File: config.mk
export PLATFORM = sky130hd
export DESIGN_NAME = alu_mult_sequencer
export DESIGN_NICKNAME = d
export VERILOG_FILES = /design/src/rtl/alu_mult_sequencer.sv
export SDC_FILE = /design/constraint.sdc
export NUM_CORES = 1
export LEC_CHECK = 0
export CORE_MARGIN = 1.5
export CORE_UTILIZATION = 50
export DETAILED_ROUTE_END_ITERATION = 10
export PLACE_DENSITY = 0.84
export SLEW_MARGIN = 25
export SYNTH_ARGS = -nofsm -noshare
export SYNTH_HDL_FRONTEND = slang
export SYNTH_SLANG_ARGS = --single-unit
export TNS_END_PERCENT = 30
File: constraint.sdc
create_clock -name clk -period 5.8 [get_ports clk]
set_input_delay 0.87 -clock clk [delete_from_list [all_inputs] [get_ports clk]]
set_output_delay 0.87 -clock clk [all_outputs]
set_load 0.02 [all_outputs]
File: src/rtl/alu_mult_sequencer.sv
// Tap scheduler for the dual-lane sfixed multiply stage (int8 x Q0.7).
// Optional ALU_SEQ_OVF_STICKY_EN adds the ovf_sticky overflow flag.
module alu_mult_sequencer #(
  parameter int BUS_WIDTH = 8,
  parameter int NUM_TAPS  = 4,
  parameter int IDX_WIDTH = 3,
  parameter int ACC_WIDTH = 12
) (
  input  logic                        clk,
  input  logic                        rst_n,
  input  logic                        start,
  input  logic                        abort,
  output logic [IDX_WIDTH:0]          coeff_addr,
  output logic                        b_en,
  output logic                        d_en,
  output logic [IDX_WIDTH-1:0]        pair_idx,
  input  logic signed [BUS_WIDTH-1:0] mult_a,
  input  logic signed [BUS_WIDTH-1:0] mult_b,
  output logic                        busy,
  output logic [BUS_WIDTH-1:0]        result,
  output logic                        result_valid,
  output logic                        sat
`ifdef ALU_SEQ_OVF_STICKY_EN
  ,
  output logic                        ovf_sticky
`endif
);

  typedef enum logic [2:0] {
    S_IDLE,
    S_LOAD_B,
    S_LOAD_D,
    S_MULT,
    S_DONE
  } state_t;

  localparam int LP_EXT = ACC_WIDTH - BUS_WIDTH;

  localparam logic signed [ACC_WIDTH-1:0] LP_MAX =
    {{(LP_EXT+1){1'b0}}, {(BUS_WIDTH-1){1'b1}}};
  localparam logic signed [ACC_WIDTH-1:0] LP_MIN =
    {{(LP_EXT+1){1'b1}}, {(BUS_WIDTH-1){1'b0}}};

  localparam logic [IDX_WIDTH-1:0] LP_LAST =
    IDX_WIDTH'(NUM_TAPS - 1);

  state_t                        r_state;
  state_t                        w_next;
  logic [IDX_WIDTH-1:0]          r_k;
  logic signed [ACC_WIDTH-1:0]   r_acc;
  logic signed [ACC_WIDTH-1:0]   w_acc_nxt;
  logic [BUS_WIDTH-1:0]          r_result;
  logic                          r_sat;
  logic [BUS_WIDTH-1:0]          w_sat_val;
  logic                          w_sat_hit;
  logic                          w_last;
  logic                          w_accept;

  assign w_last   = (r_k == LP_LAST);
  assign w_accept = (r_state == S_IDLE) && start && !abort;

  // Both lane products, sign-extended, added to the running sum.
  assign w_acc_nxt = r_acc
    + {{LP_EXT{mult_a[BUS_WIDTH-1]}}, mult_a}
    + {{LP_EXT{mult_b[BUS_WIDTH-1]}}, mult_b};

  // Clip the final sum into the signed BUS_WIDTH range.
  always_comb begin
    w_sat_val = w_acc_nxt[BUS_WIDTH-1:0];
    w_sat_hit = 1'b0;
    if (w_acc_nxt > LP_MAX) begin
      w_sat_val = LP_MAX[BUS_WIDTH-1:0];
      w_sat_hit = 1'b1;
    end else if (w_acc_nxt < LP_MIN) begin
      w_sat_val = LP_MIN[BUS_WIDTH-1:0];
      w_sat_hit = 1'b1;
    end
  end

  // State register.
  always_ff @(posedge clk or negedge rst_n) begin
    if (!rst_n) r_state <= S_IDLE;
    else        r_state <= w_next;
  end

  // Next-state logic and Moore outputs.
  always_comb begin
    w_next       = r_state;
    coeff_addr   = '0;
    pair_idx     = '0;
    b_en         = 1'b0;
    d_en         = 1'b0;
    busy         = 1'b1;
    result_valid = 1'b0;
    unique case (r_state)
      S_IDLE: begin
        busy = 1'b0;
        if (w_accept) w_next = S_LOAD_B;
      end
      S_LOAD_B: begin
        coeff_addr = {r_k, 1'b0};
        b_en       = 1'b1;
        w_next     = abort ? S_IDLE : S_LOAD_D;
      end
      S_LOAD_D: begin
        coeff_addr = {r_k, 1'b1};
        d_en       = 1'b1;
        w_next     = abort ? S_IDLE : S_MULT;
      end
      S_MULT: begin
        pair_idx = r_k;
        if (abort)       w_next = S_IDLE;
        else if (w_last) w_next = S_DONE;
        else             w_next = S_LOAD_B;
      end
      S_DONE: begin
        result_valid = 1'b1;
        w_next       = S_IDLE;
      end
      default: w_next = S_IDLE;
    endcase
  end

  // Tap counter and accumulator; cleared in IDLE and on abort.
  always_ff @(posedge clk or negedge rst_n) begin
    if (!rst_n) begin
      r_k   <= '0;
      r_acc <= '0;
    end else if (r_state == S_IDLE || abort) begin
      r_k   <= '0;
      r_acc <= '0;
    end else if (r_state == S_MULT) begin
      r_acc <= w_acc_nxt;
      r_k   <= w_last ? '0 : r_k + 1'b1;
    end
  end

  // Result captured on the final MULT edge so it is valid in DONE.
  always_ff @(posedge clk or negedge rst_n) begin
    if (!rst_n) begin
      r_result <= '0;
      r_sat    <= 1'b0;
    end else if (r_state == S_MULT && w_last && !abort) begin
      r_result <= w_sat_val;
      r_sat    <= w_sat_hit;
    end
  end

  assign result = r_result;
  assign sat    = r_sat;

`ifdef ALU_SEQ_OVF_STICKY_EN
  logic r_ovf;

  // Sticky overflow: set by a clipped result, cleared by a new run.
  always_ff @(posedge clk or negedge rst_n) begin
    if (!rst_n)                        r_ovf <= 1'b0;
    else if (w_accept)                 r_ovf <= 1'b0;
    else if (r_state == S_DONE && r_sat) r_ovf <= 1'b1;
  end

  assign ovf_sticky = r_ovf;
`endif

endmodule

# After elaboration in Yosys (flattened, before gate mapping)

Cells that the tools add are included.

Output and inout bits: 20
Input bits: 20
Register bits after elaboration: 27
Word-level logic and storage cells: 45

Add/sub/neg operators: 3
Muxes and demuxes: 21
Reduce and logical (&&, ||, !) cells: 8
$lt $le $gt $ge: 2
Equality and inequality tests: 6

Operators by type and width:

| kind                  | number |
|---|---|
| $add A12 B12 Y12      | 2 |
| $mux W12              | 2 |
| $mux W3               | 7 |
| $mux W8               | 2 |
| $gt A12 B8 Y1 const B | 1 |
| $lt A12 B8 Y1 const B | 1 |
| $pmux W3 S4           | 1 |
| $eq A3 B2 Y1 const B  | 3 |
| $pmux W4 S2           | 1 |
| $mux W1               | 6 |
| $logic_and A1 B1 Y1   | 4 |
| $mux W2               | 2 |
| $add A3 B1 Y3 const B | 1 |
| $eq A3 B1 Y1 const B  | 1 |
| $eq A3 B3 Y1 const B  | 1 |
| $logic_not A3 Y1      | 1 |
| $ne A2 B2 Y1 const B  | 1 |
| $reduce_bool A2 Y1    | 1 |
| $logic_not A1 Y1      | 1 |
| $logic_or A1 B1 Y1    | 1 |

# Longest topological paths before layout

Word-level depth: 5
Mapped depth: 11
Depth with buffers taken out: 10

# Worst setup path before layout

No wires, ideal clock.

Path type: input to register
Start point: in mult_a[1]
End point: reg r_result[0] (netlist: result[0])
Path buffers: 1
Data required time: 5.655 ns
Setup slack: 2.212 ns
Cell stages on the path: 11
Arrival time: 3.443 ns
Path through: fa_1 ha_1 inv_1 fa_1 and2b_1 o21ai_0 and3_1 o311a_1 buf_2 o311ai_0 o211ai_1

Longest elaborated chain between the ends: 5
Elaborated cells on any way between the ends: 6

Ends and longest elaborated chain:

| element              | RTL line | RTL |
|---|---|---|
| start, declared      | 17       | `input logic signed [BUS_WIDTH-1:0] mult_a,` |
| $add A12 B12 Y12 *   | 64       | `+ {{LP_EXT{mult_a[BUS_WIDTH-1]}}, mult_a}` |
| $add A12 B12 Y12 *   | 65       | `+ {{LP_EXT{mult_b[BUS_WIDTH-1]}}, mult_b};` |
| $lt A12 B8 Y1        | 74       | `end else if (w_acc_nxt < LP_MIN) begin` |
| $mux W8              | 74       |  |
| $mux W8 *            | 71       | `if (w_acc_nxt > LP_MAX) begin` |
| end signal, assigned | 144      | `r_result <= w_sat_val;` |
| end, declared        | 52       | `logic [BUS_WIDTH-1:0] r_result;` |

Every way passes the cells marked *; elsewhere a longest branch is shown, timed or not.
A chain may end at the register's enable or synchronous reset.

# Final worst setup path

Start point: in mult_b[7]
End point: reg r_result[2] (netlist: result[2])

Longest elaborated chain between the ends: 4
Elaborated cells on any way between the ends: 5

Ends and longest elaborated chain:

| element            | RTL line | RTL |
|---|---|---|
| start, declared    | 18       | `input logic signed [BUS_WIDTH-1:0] mult_b,` |
| $add A12 B12 Y12 * | 65       |  |
| $lt A12 B8 Y1      | 74       |  |
| $mux W8            | 74       |  |
| $mux W8 *          | 71       |  |

Marks and branches as above.

==> flow_summary_export.csv <==
group,metric,value,unit
status,run_status,"finished, final reports clean",
clock_network,ctsHoldBuffers,0,
synthesis,synthMuxAreaShare,0,%
critical_path,path_class,"input port to flop",
placement,portBuffers,39,
sta,fmax,251,MHz
die,die_y,67.4,um
layout,final_common_cell,"clkdlybuf4s50_1",
sta,finalSetupViolCount,0,
sta,period_share,68.8,%
critical_path,ff2ff_path_depth,10,
min_path,holdPathStages,2,
placement,dpl.hpwl,3.42,mm
synthesis,synth_edf_count,0,
critical_path,crit_required,5.98,ns
die,fp.coreArea,0.00400,mm^2
die,top_level_ports,40,
layout,nets,292,
placement,routabilityCongestion,0.826,
sta,final_max_slew_viol_count,0,
route,detail_route.iter0.violations,87,
job,maxCapViolCount,0,
critical_path,cp-start-kind,"input port",
clock_network,cts_num_sinks,27,
layout,drive_above_1_share,4.45,%
synthesis,synth-async-reset-ratio,100,%
synthesis,synth-main-ff-cell,"dfrtp_1",
synthesis,ys_seq_elements,27,
synthesis,yosysWarnings,0,
synthesis,synth.avg_cell_area,9.83,um^2
synthesis,mappedNetlistNets,255,
synthesis,synth_top_family_by_area,"compound AO/OA/AOI/OAI gates",
die,initial_core_util,51.8,%
synthesis,synthAdderAreaFrac,18.8,%
sta,finalHoldViolCount,0,
sta,skew,0.00681,ns
sta,max_slew_margin,49.4,%
layout,syn_to_final_growth,22.9,%
layout,regArea,676,um^2
synthesis,synth_xor_area_share,4.65,%
route,wire_per_inst,14.7,um
power,p_total,0.000499,W
clock_network,max-clock-path-buffers,2,
route,drc,0,
min_path,hold_class,"flop to flop",
route,wirelength,4.37,mm
power,p_leak,1.06,nW
sta,rsz0062_at_grt,"no",
clock_network,cts_made_buffers,3,
grt,antenna_found_initial,0,
clock_network,clk_pin_slew,0.09,ns
synthesis,netlist_area,0.00207,mm^2
route,vias,1719,
sta,setup_tns,0,ns
layout,layout_common_cells,"clkdlybuf4s50_1 (39), dfrtp_1 (27), nand2_1 (22)",
clock_network,cts_setup_buffers,0,
layout,nFillCells,347,
clock_network,cts-root-buf,"clkbuf_8",
synthesis,synth_compound_area_share,26.4,%
power,p_per_area,196,mW/mm^2
grt,grt_overflow,0,
clock_network,cts_tree,"yes",
grt,grt_pass1_vias,1620,
route,detail_route.vias_per_cell,5.79,
critical_path,arrival,4.17,ns
die,die_x,67.4,um
synthesis,yosysUniqueCellTypes,44,
synthesis,postSynthCellCount,211,
synthesis,seq_area_frac_synth,32.6,%
synthesis,synth-simple-area-share,14.9,%
layout,multi_input_area,0.00134,mm^2
die,die-area,0.00454,mm^2
sta,min_period,3.99,ns
grt,grt_max_degree,28,
clock_network,h-tree-depth,1,
sta,tightestPinTransition,0.757,ns
die,num_rows,23,
route,dr.pass1.iters,4,
critical_path,r2r_setup_slack,2.52,ns
route,final_antenna_net_count,0,
critical_path,critPathCaptureType,"flop",
clock_network,clk_latency,0.27,ns
grt,track_usage,21.1,%
grt,grt_pass1_wl,7.29,mm
critical_path,crit_fanout,8,
layout,antennaDiodeCount,0,
power,vdd.ir_drop.worst,128,uV
clock_network,cts_resized,0,
## final timing paths
path | from | endpoint
setup reg to reg | r_acc[1] | result[0]
min in group asynchronous | rst_n | r_acc[2]
hold / removal | result[3] | result[3]
hold reg to reg | result[3] | result[3]
setup / recovery | mult_b[7] | result[2]
max in group asynchronous | rst_n | result[3]
## stage by stage
step	hold slack [ns]	worst slack (ns)	instances	utilization, %	instance area [um^2]
2_1_floorplan	0.469	2.21	211	-	2070
3_3_place_gp	0.474	1.64	293	62.6	2500
3_5_place_dp	0.483	1.57	293	62.6	2500
4_1_cts	0.504	1.85	297	63.7	2550
5_1_grt	0.534	1.57	297	63.7	2550
6_report	0.501	1.81	297	63.7	2550
## area by class of cell
cell class	count	share of cell area, %
flip-flops and latches	27	26.5
well taps	50	2.45
inverters	6	0.884
multi-input cells	170	52.7
clock buffers	3	1.62
repair buffers	40	15.6
clock inverters	1	0.196
## sequential cells by signal (all words and copies together), names as in the netlist
signal	flops
sat	1
r_state	3
r_acc	12
r_k	3
result	8
## synth_stat cells, types with 2 or more instances
library cell	instances	area share [%]
o211ai_1	5	1.8
xnor2_1	7	3.0
o21a_1	5	1.8
o31ai_1	7	2.5
o21ai_0	2	0.48
nor3b_1	4	1.4
nor2_1	12	2.2
nor3_1	4	0.97
clkbuf_1	7	1.3
xor2_1	4	1.7
a211oi_1	8	2.9
and3_1	2	0.60
dfrtp_1	27	33
a22o_1	7	3.0
nor2b_1	5	1.5
inv_1	6	1.1
a21o_1	2	0.72
and2_1	4	1.2
o21ai_1	9	2.2
a21oi_1	12	2.9
ha_1	12	7.2
or3_1	2	0.60
o21bai_1	2	0.72
a31o_2	2	0.85
fa_1	12	12
nand2_1	22	4.0
o311ai_0	3	1.3
## kinds of logic (layout without fill, tap and decap cells)
group | Yosys count | after routing
AOI/OAI and AO/OA | 74 | 74
adders and majority gates | 24 | 24
DFF | 27 | 27
buffers and inverters | 14 | 50
xor gates and xnor gates | 11 | 11
and+or+nand+nor | 61 | 61
## layer usage
layer / vias up / GRT usage (%) / wire [um]
met5: - / 0 / 0
met3: 2 / 3.50 / 240
met2: 42 / 35.9 / 2020
met1: 827 / 29.0 / 2090
li1: 848 / - / -
met4: 0 / 3.06 / 21
## power breakdown
group	switching [W]	internal, W	total (W)	leakage, nW
registers	0.00000330	0.000191	0.000194	0.375
clock network	0.0000584	0.0000481	0.000107	0.0255
logic	0.000117	0.0000812	0.000199	0.658
## worst max-delay path: stages
cell	delay, ns
clkdlybuf4s50_1	0.65
fa_1	0.48
ha_1	0.41
a2111oi_1	0.47
o21ai_0	0.26
and4_1	0.23
o21ai_1	0.39
o22ai_1	0.20
o211ai_1	0.21
(Power assumes the default switching activity.)
